### config.mk
export PLATFORM = sky130hd
export DESIGN_NAME = traffic_mode_ctrl
export DESIGN_NICKNAME = d
export VERILOG_FILES = /design/src/rtl/traffic_pkg.sv /design/src/rtl/traffic_dwell_counter.sv /design/src/rtl/traffic_mode_ctrl.sv
export SDC_FILE = /design/constraint.sdc
export NUM_CORES = 1
export LEC_CHECK = 0
export ABC_AREA = 1
export CAP_MARGIN = 20
export CORE_UTILIZATION = 40
export DETAILED_ROUTE_END_ITERATION = 7
export GPL_TIMING_DRIVEN = 0
export PLACE_DENSITY = 0.72
export SYNTH_ARGS = -nofsm -noshare
export SYNTH_HDL_FRONTEND = slang
export SYNTH_HIERARCHICAL = 1
export SYNTH_SLANG_ARGS = --single-unit
### constraint.sdc
create_clock -name clk -period 3.4 [get_ports clk]
set_input_delay 0.68 -clock clk [delete_from_list [all_inputs] [get_ports clk]]
set_output_delay 0.68 -clock clk [all_outputs]
set_load 0.05 [all_outputs]
### src/rtl/traffic_pkg.sv
// Shared mode encoding for the traffic mode controller and its sequencer consumers.
package traffic_pkg;

    typedef logic [1:0] mode_t;

    localparam mode_t MODE_NIGHT = 2'b00;
    localparam mode_t MODE_DAY   = 2'b01;
    localparam mode_t MODE_PED   = 2'b10;
    localparam mode_t MODE_EMG   = 2'b11;

endpackage

### src/rtl/traffic_dwell_counter.sv
// Saturating dwell counter with synchronous clear and asynchronous active-high reset.
module traffic_dwell_counter #(
    parameter int unsigned W = 8
) (
    input  logic         clk,
    input  logic         rst,
    input  logic         clr,
    output logic [W-1:0] cnt
);

    always_ff @(posedge clk or posedge rst) begin
        if (rst) begin
            cnt <= '0;
        end else if (clr) begin
            cnt <= '0;
        end else if (cnt != '1) begin
            cnt <= cnt + W'(1);
        end
    end

endmodule

### src/rtl/traffic_mode_ctrl.sv
// Registered traffic mode selector with dwell, pedestrian phase and emergency clearance.
// Optional sticky pedestrian request latch enabled by defining TRAFFIC_PED_LATCH_EN.
module traffic_mode_ctrl
    import traffic_pkg::*;
#(
    parameter int unsigned CNT_W     = 8,
    parameter int unsigned MIN_DWELL = 8,
    parameter int unsigned PED_TIME  = 4,
    parameter int unsigned EMG_CLEAR = 2
) (
    input  logic             clk,
    input  logic             rst,
    input  logic             time_sig,
    input  logic             ped_req,
    input  logic             emg_req,
    output mode_t            mode,
    output logic             mode_change,
    output logic             ped_ack,
    output logic [CNT_W-1:0] dwell_cnt
);

    localparam logic [CNT_W-1:0] DwellLast = CNT_W'(MIN_DWELL - 1);
    localparam logic [CNT_W-1:0] PedLast   = CNT_W'(PED_TIME - 1);
    localparam logic [CNT_W-1:0] EmgLast   = CNT_W'(EMG_CLEAR);

    mode_t mode_next;
    mode_t base;
    logic  ped_pend;
    logic  enter_ped;
    logic  cnt_clr;

    assign base      = time_sig ? MODE_NIGHT : MODE_DAY;
    assign enter_ped = (mode_next == MODE_PED) && (mode != MODE_PED);
    // Emergency holds the counter at zero so clearance is timed from the last request.
    assign cnt_clr   = (mode_next != mode) || emg_req;

`ifdef TRAFFIC_PED_LATCH_EN
    logic ped_latch;

    assign ped_pend = ped_latch || (ped_req && (mode != MODE_PED));

    always_ff @(posedge clk or posedge rst) begin
        if (rst) begin
            ped_latch <= 1'b0;
        end else if (enter_ped) begin
            ped_latch <= 1'b0;
        end else if (ped_req && (mode != MODE_PED)) begin
            ped_latch <= 1'b1;
        end
    end
`else
    assign ped_pend = ped_req;
`endif

    always_comb begin
        mode_next = mode;
        if (emg_req) begin
            mode_next = MODE_EMG;
        end else begin
            case (mode)
                MODE_EMG: begin
                    if (dwell_cnt >= EmgLast) begin
                        mode_next = ped_pend ? MODE_PED : base;
                    end
                end
                MODE_PED: begin
                    if (dwell_cnt == PedLast) begin
                        mode_next = base;
                    end
                end
                default: begin
                    if (dwell_cnt >= DwellLast) begin
                        mode_next = ped_pend ? MODE_PED : base;
                    end
                end
            endcase
        end
    end

    always_ff @(posedge clk or posedge rst) begin
        if (rst) begin
            mode        <= MODE_DAY;
            mode_change <= 1'b0;
            ped_ack     <= 1'b0;
        end else begin
            mode        <= mode_next;
            mode_change <= (mode_next != mode);
            ped_ack     <= enter_ped;
        end
    end

    traffic_dwell_counter #(
        .W (CNT_W)
    ) u_dwell (
        .clk (clk),
        .rst (rst),
        .clr (cnt_clr),
        .cnt (dwell_cnt)
    );

endmodule
==> results of run 1 <==
==> power by group <==
part	switching [mW]	total, mW	internal (mW)	leakage [nW]
sequential	0.0373	0.214	0.176	0.156
clock	0.0500	0.115	0.0652	0.0210
combinational	0.255	0.379	0.124	0.317
total	0.342	0.708	0.366	0.495
==> area by class of cell <==
type,instances,area (sq um),area share [%]
multi-input cells,85,450.4,43.32
flip-flops and latches,12,301.5,29.00
inverters,16,60.06,5.776
clock buffers,4,36.28,3.490
repair buffers,16,160.2,15.40
well taps,25,31.28,3.008
==> sequential cells by signal, summed over array words and instances, names as in the netlist <==
signal and cells:
u_dwell/cnt 8, mode 2, mode_change 1, ped_ack 1
==> synth_stat cells (all sizes together) <==
library cell and number:
dfrtp 11, nand3 17, o21ai 1, nand2 35, nand4 6, clkinv 1, o21bai 2, nor2 19
dfstp 1, a21oi 2, ha 1, or2 2, inv 15
==> final timing paths <==
path | startpoint | endpoint | slack [ns] | depth (start not counted)
worst max-delay path | u_dwell/cnt[7]$_DFFE_PP0P_ | dwell_cnt[7] | 1.06 | 1
worst min-delay path | mode[0]$_DFF_PP1_ | ped_ack$_DFF_PP0_ | 0.57 | 2
worst max register to register | u_dwell/cnt[3]$_DFFE_PP0P_ | u_dwell/cnt[5]$_DFFE_PP0P_ | 1.37 | 12
worst min register to register | mode[0]$_DFF_PP1_ | ped_ack$_DFF_PP0_ | 0.57 | 2
max in group asynchronous | rst | u_dwell/cnt[1]$_DFFE_PP0P_ | 2.48 | 2
min in group asynchronous | rst | mode[1]$_DFF_PP0_ | 0.61 | 2
==> routing by layer <==
layer / global-route usage [%] / wire (um)
met1: 21.85 / 821
met3: 3.462 / 70
met5: 0 / 0
met4: 6.857 / 18
met2: 32.78 / 895
==> logic make-up after synthesis <==
group,after synthesis,synth area share [%]
AOI/OAI and AO/OA,5,3.697
adders and majority gates,1,1.541
buffers and inverters,16,7.396
DFF,12,37.13
and+or+nand+nor,79,50.23
==> cells in the final DEF, fill, tap and decap left out, drive strengths merged, types with 2 or more instances in the layout <==
cell type and count:
nor2 19, nand4 6, o21bai 2, a21oi 2, nand3 17, dfrtp 11
or2 2, nand2 35, clkbuf 4, inv 15, clkdlybuf4s50 16
==> metrics by stage <==
step | power (mW) | cell area (sq um)
final | 0.7080 | 1040
after detailed placement | 0.5943 | 1003
after global placement | 0.5914 | 1003
after global routing | 0.7479 | 1040
after floorplan | 0.4916 | 812.0
after CTS | 0.7105 | 1040
==> flow_summary.toml, run 1 <==
[outcome]
outcome = "finished, final reports clean"

[finish]
final_layout_size_suffix_gt1_share_pct = 18.05
areaGrowthSynthToFinish_pct = 28.04
finalNetCount = 140
fillers = 177
insertedDiodeCount = 0
final_core_util_pct = 57.11
final_cells = 158

[power_and_ir_drop]
power_density_nw_per_um2 = 680.9
cellLeakagePower_nw = 0.4946
ir_drop_mv = 0.3050

[sta]
fmax_mhz = 428.2
finalCritPeriodShare_pct = 68.69
post-route-min-period_ns = 2.336
whs_ns = 0.5748
layout_setup_ws_ns = 1.064
setup_tns_ns = 0
skew_ns = 0.001121
finalHoldViolCount = 0
finalSetupViolCount = 0
finalMaxSlewViolations = 0
relSlewSlack_pct = 66.48
rsz0062_at_grt = "no"
worst_pin_slew_ns = 0.5013

[clock_network]
cts_buffers = 3
h-tree-depth = 1
cts.sinks = 12
cts_tree = "built"
ctsHoldBuffers = 0
post-cts-setup-buffers = 0
root_buffer = "clkbuf_4"
cts_buffer_depth = 2
clock_latency_ns = 0.28
ctsResizeCount = 0
cts.clk_slew.worst_paths_ns = 0.08

[detailed_routing]
via_per_inst = 5.114
routedWlPerCell_um = 11.42
route.detailed.drc = 0
wl_um = 1804
ant_nets = 0
first_pass_iters = 4
dr_total_vias = 808
drtIter0Drc = 36

[synthesis]
synth_area_sq_um = 812.0
ys_ff_latch = 12
synth_nets = 119
syn-instance-count = 113
ys_warn_count = 6
synth_area_leaders = "dfrtp_1, nand2_1, nand3_1"
yosys.area.top_type = "dfrtp_1"
synth_top_cell_area_share_pct = 33.90
ys_seq_area_share_pct = 37.13
postSynthAreaPerCell_sq_um = 7.186
synth_cell_types = 19

[worst_setup_path]
required_ns = 2.72
slowest_stage = "clkdlybuf4s50_1"
crit_type = "reg2out"
crit_buf_inv = 1
start_kind = "flop"
arrival_ns = 1.66
crit_path_cell_trace = "clkdlybuf4s50_1"
cp-end-kind = "output pin"
critPathTopFamily = "buffers and inverters"
worst-path-max-fanout = 8
max_stage_delay_ns = 0.87

[global_routing]
grt_max_degree = 10
grt_use_total_pct = 18.39
grt_pass1_wl_um = 2829
antenna_found_initial = 0
first_global_vias = 655
grt_remaining_overflow = 0

[floorplan]
die_area_sq_um = 2214
rows = 15
die_h_um = 47.06
start_util_pct = 44.60
io_pins = 17
core-area_sq_um = 1821
die_width_um = 47.06

[placement]
io_buffers = 16
hpwl_um = 1363
globalplace.congestion = 0.8285
post-place-cells = 154
pre_cts_slack_ns = 0.9507

[hold_path]
hp-class = "reg2reg"

[run]
maxCapViolations = 0
No activity file was read; power rests on OpenSTA's default activity.
==> inputs of run 2 (changes only) <==
Clock period 3.4 ns to 2.2 ns, I/O delays scaled along.
==> results of run 2 <==
Same layout as run 1 (identical final DEF). Status: finished, final reports clean.
Main changes from that run: setup slack after placement 0.9507 ns -> -0.009269 ns; setup slack after layout 1.064 ns -> 0.1044 ns; hold slack 0.5748 ns -> 0.3666 ns; register-to-register setup slack 1.37 ns -> 0.17 ns; total power 0.7080 mW -> 1.094 mW; worst IR drop on VDD 0.3050 mV -> 0.4713 mV
==> inputs of run 3 (changes only) <==
Settings changed: CORE_UTILIZATION 40 to 25, PLACE_DENSITY 0.72 to 0.52.
==> flow_summary.toml, run 3 (same netlist as run 1, synthesis figures left out) <==
[power_and_ir_drop]
p_switching_mw = 0.5293
ir_drop_mv = 0.2835
netSwitchingFraction_pct = 49.70
comb_power_share_pct = 55.1
power_density_nw_per_um2 = 1011
power_mw = 1.065
cellLeakagePower_nw = 0.4922
p_seq_share_pct = 31.2
power.internal_mw = 0.5356
p_clk_share_pct = 13.7

[floorplan]
core-area_sq_um = 3078
die_width_um = 58.99
io_pins = 17
start_util_pct = 26.38
die_area_sq_um = 3480
rows = 20
die_h_um = 58.99

[detailed_routing]
dr_total_vias = 782
first_pass_iters = 4
ant_nets = 0
routedWlPerCell_um = 10.44
drtIter0Drc = 34
via_per_inst = 4.418
wl_um = 1848
route.detailed.drc = 0

[finish]
largest_register = "u_dwell/cnt"
layout_commonest_cell = "nand2_1"
final_core_util_pct = 34.23
largest_reg_flops = 8
areaGrowthSynthToFinish_pct = 29.74
fillers = 344
multi_input_area_sq_um = 450.4
final_layout_size_suffix_gt1_share_pct = 18.05
insertedDiodeCount = 0
top_regs = "u_dwell/cnt x8, mode x2"
finalNetCount = 140
final_cell_area_sq_um = 1054
register_area_sq_um = 301.5
layout_common_cells = "nand2_1, clkdlybuf4s50_1, inv_1, nand3_1, dfrtp_1"

[placement]
hpwl_um = 1404
postPlaceCellArea_sq_um = 1027
globalplace.congestion = 0.8584
io_buffers = 16

[worst_setup_path]
start_kind = "flop"
worst-path-max-fanout = 8
worstSetupPathDepth = 1
cp-end-kind = "output pin"
arrival_ns = 1.65
max_stage_delay_ns = 0.86
required_ns = 1.76
crit_buf_inv = 1
crit_path_cell_trace = "clkdlybuf4s50_1"
crit_type = "reg2out"
r2r_cells = 11
slowest_stage = "clkdlybuf4s50_1"
critPathTopFamily = "buffers and inverters"

[global_routing]
grt_pass1_wl_um = 3125
antenna_found_initial = 0
grt_remaining_overflow = 0
grt_use_total_pct = 11.79
first_global_vias = 728
grt_max_degree = 10

[sta]
finalHoldViolCount = 0
finalCritPeriodShare_pct = 94.93
fmax_mhz = 478.8
relSlewSlack_pct = 66.70
worst_pin_slew_ns = 0.4979
post-route-min-period_ns = 2.089
rsz0062_at_grt = "no"
setup_tns_ns = 0
skew_ns = 0.01581
finalSetupViolCount = 0
whs_ns = 0.3869
finalMaxSlewViolations = 0

[outcome]
outcome = "finished, final reports clean"

[clock_network]
cts_buffers = 3
cts.clk_slew.worst_paths_ns = 0.07
root_buffer = "clkbuf_4"
h-tree-depth = 1
cts_tree = "built"
cts_buffer_depth = 2
cts.sinks = 12
clock_latency_ns = 0.28

[hold_path]
hp-class = "in2async"

[run]
maxCapViolations = 0
-- run 3: cell types whose count changed in the layout (fill, tap and decap cells not counted) --
cell      before  now
clkbuf_1       0    1
clkbuf_8       1    0
clkinv_1       1    0
inv_2          2    3
-- run 3: repair_timing --
action                                  CTS  global route
resized for setup                         0             1
hold buffers                              0             0
endpoints found under the setup margin    0             5
buffers inserted                          0             0
-- run 3: metal layers --
metal / track usage (%) / wire length [um] / vias to the layer above
li1: - / - / 399
met1: 14.62 / 889 / 362
met2: 19.64 / 857 / 19
met3: 3.930 / 88 / 2
met4: 3.061 / 13 / 0
met5: 0 / 0 / -
-- run 3: power by group through the flow --
| stage | sequential (mW) | combinational, mW | clock [mW] |
|---|---|---|---|
| after floorplan | 0.496 | 0.263 | 0 |
| after global placement | 0.336 | 0.584 | 0 |
| after detailed placement | 0.338 | 0.588 | 0 |
| after CTS | 0.334 | 0.588 | 0.154 |
| after global routing | 0.345 | 0.638 | 0.164 |
| final | 0.333 | 0.587 | 0.146 |
-- run 3: worst register-to-register path, delay by kind of cell, from the launching register on --
family                 cells  cell delay (ns)
and+or+nand+nor            9             1.10
DFF                        1             0.49
buffers and inverters      2             0.26
-- run 3: per-stage QoR --
| step | setup slack [ns] | std cells |
|---|---|---|
| floorplan | 0.2219 | 113 |
| global placement | 0.001628 | 173 |
| detailed placement | -0.004161 | 173 |
| CTS | 0.1009 | 177 |
| global route | 0.04270 | 177 |
| finish | 0.1115 | 177 |
-- run 3: final timing paths --
check	endpoint	slack, ns	start
hold reg to reg	ped_ack$_DFF_PP0_	0.58	mode[0]$_DFF_PP1_
hold / removal	mode_change$_DFF_PP0_	0.39	rst
max in group asynchronous	u_dwell/cnt[3]$_DFFE_PP0P_	1.49	rst
setup / recovery	dwell_cnt[7]	0.11	u_dwell/cnt[7]$_DFFE_PP0P_
min in group clk	ped_ack$_DFF_PP0_	0.58	mode[0]$_DFF_PP1_
setup reg to reg	u_dwell/cnt[3]$_DFFE_PP0P_	0.30	u_dwell/cnt[7]$_DFFE_PP0P_
-- run 3: cell type report --
type,count,area share [%]
Inverter,16,5.701
Tap cell,44,5.226
Sequential cell,12,28.62
Timing Repair Buffer,16,15.20
Multi-Input combinational cell,85,42.76
Clock buffer,4,2.494
==> edit, RTL diff (flow settings as in run 3) <==
The parameter `CNT_W` goes from 8 to 10.
--- a/src/rtl/traffic_mode_ctrl.sv
+++ b/src/rtl/traffic_mode_ctrl.sv
@@ -3,7 +3,7 @@
 module traffic_mode_ctrl
     import traffic_pkg::*;
 #(
-    parameter int unsigned CNT_W     = 8,
+    parameter int unsigned CNT_W     = 10,
     parameter int unsigned MIN_DWELL = 8,
     parameter int unsigned PED_TIME  = 4,
     parameter int unsigned EMG_CLEAR = 2
Interface: changed (resized dwell_cnt); port bits go from 17 to 19. No check against the original RTL was run, so the function may have changed too.
==> edit against run 3 <==
Wire length increased by 14%. Synthesized cell count is 14% higher. Area after synthesis increased by 20%. Design area increased by 21%. Largest cell class unchanged. Clock skew is 11 ps lower. Sequential cell count increased by 2. Power rose by 26%. Largest power group unchanged. Combinational power up 20%. Setup slack improved by 7.4 ps. Count of clock-buffer cells in the layout stayed put.
==> edit: results (changes against run 3) <==
| Metric | Value |
|---|---|
| CP Max Fanout | `6 (was 8)` |
| Layout cells sized above 1 | `0.237 (was 0.180)` |
| VDD IR max | `0.403 mV (was 0.284 mV)` |
| Final Skew | `4.53 ps (was 15.8 ps)` |
| Worst path max stage delay | `810 ps (was 860 ps)` |
| Placed cells | `195 (was 173)` |
| Via count | `893 (was 782)` |
| Clk_lat worst skew | `250 ps (was 280 ps)` |
| GRT Util Overall | `0.111 (was 0.118)` |
| Xor and xnor area share after synthesis | `0.0180 (was 0)` |
| Worst r2r path cells | `12 (was 11)` |
| Placed cell area | `1210 µm² (was 1030 µm²)` |
| Reg-to-reg slack, setup | `220 ps (was 300 ps)` |
| Status | `finished clean (unchanged)` |
| CP endpoint | `mode[0] (was dwell_cnt[7])` |
| Largest net degree at the start of global routing | `11 (was 10)` |
| Port Buf Inserts | `18 (was 16)` |
| Post-detailed-placement half-perimeter wirelength | `1.62 mm (was 1.40 mm)` |
| Mapped Nets | `135 (was 119)` |
| Post-Route WL | `2.11 mm (was 1.85 mm)` |
| Vias in the first global route | `825 (was 728)` |
| Synth Area in Adders | `0.0129 (was 0.0154)` |
| Drt wl/cell | `10.5 µm (was 10.4 µm)` |
| # nets final | `159 (was 140)` |
| Placer Congestion | `0.829 (was 0.858)` |
| Static leakage | `0.597 nW (was 0.492 nW)` |
| Area Overhead vs Synth | `31.6% (was 29.7%)` |
| Tightest Pin Transition | `502 ps (was 498 ps)` |
| CP startpoint | `mode[0]$_DFF_PP1_ (was u_dwell/cnt[7]$_DFFE_PP0P_)` |
| Distinct cells, synth | `25 (was 19)` |
| Biggest regs | `u_dwell/cnt (10), mode (2) (was u_dwell/cnt (8), mode (2))` |
| Reg2reg end | `u_dwell/cnt[7]$_DFFE_PP0P_ (was u_dwell/cnt[3]$_DFFE_PP0P_)` |
| # fillers | `410 (was 344)` |
-- edit: cell count changes in the layout (fill, tap and decap cells not counted), moves of 3 or more --
cell / change
clkbuf_4: -3
clkbuf_8: +4
inv_1: +3
inv_2: -3
nand2_2: +8
nand4_1: -6
-- edit: cell type report --
type                       count  area share
multi-input combinational     98       0.435
sequential                    14       0.275
timing repair buffer          18       0.141
inverter                      17      0.0529
tap                           48      0.0470
clock buffer                   4      0.0431
timing repair inverter         1     0.00588
-- edit: worst min-delay path by stage --
stage / startpoint / endpoint
after floorplan: rst / mode[1]$_DFF_PP0_
after global placement: mode[0]$_DFF_PP1_ / mode[0]$_DFF_PP1_
after detailed placement: mode[0]$_DFF_PP1_ / mode[0]$_DFF_PP1_
after CTS: rst / mode_change$_DFF_PP0_
after global routing: rst / ped_ack$_DFF_PP0_
final: rst / mode_change$_DFF_PP0_
-- edit: routing by layer --
metal	GRT usage	wire length, µm	vias to the layer above
met5	0	0	-
met4	0.0250	10	0
met3	0.0393	126	2
met2	0.188	988	29
met1	0.133	982	409
li1	-	-	453
-- edit: power by group --
group / leakage, nW / total, W / internal [W] / switching (W)
clock: 0.0288 / 0.000253 / 0.000159 / 0.0000945
sequential: 0.184 / 0.000391 / 0.000318 / 0.0000726
combinational: 0.384 / 0.000702 / 0.000227 / 0.000476
-- edit: stage by stage --
step / hold slack [ps] / worst slack (ps)
after floorplan: 205 / 172
after global placement: 544 / -169
after detailed placement: 544 / -166
after CTS: 407 / 87.8
after global routing: 432 / 26.9
final: 402 / 119
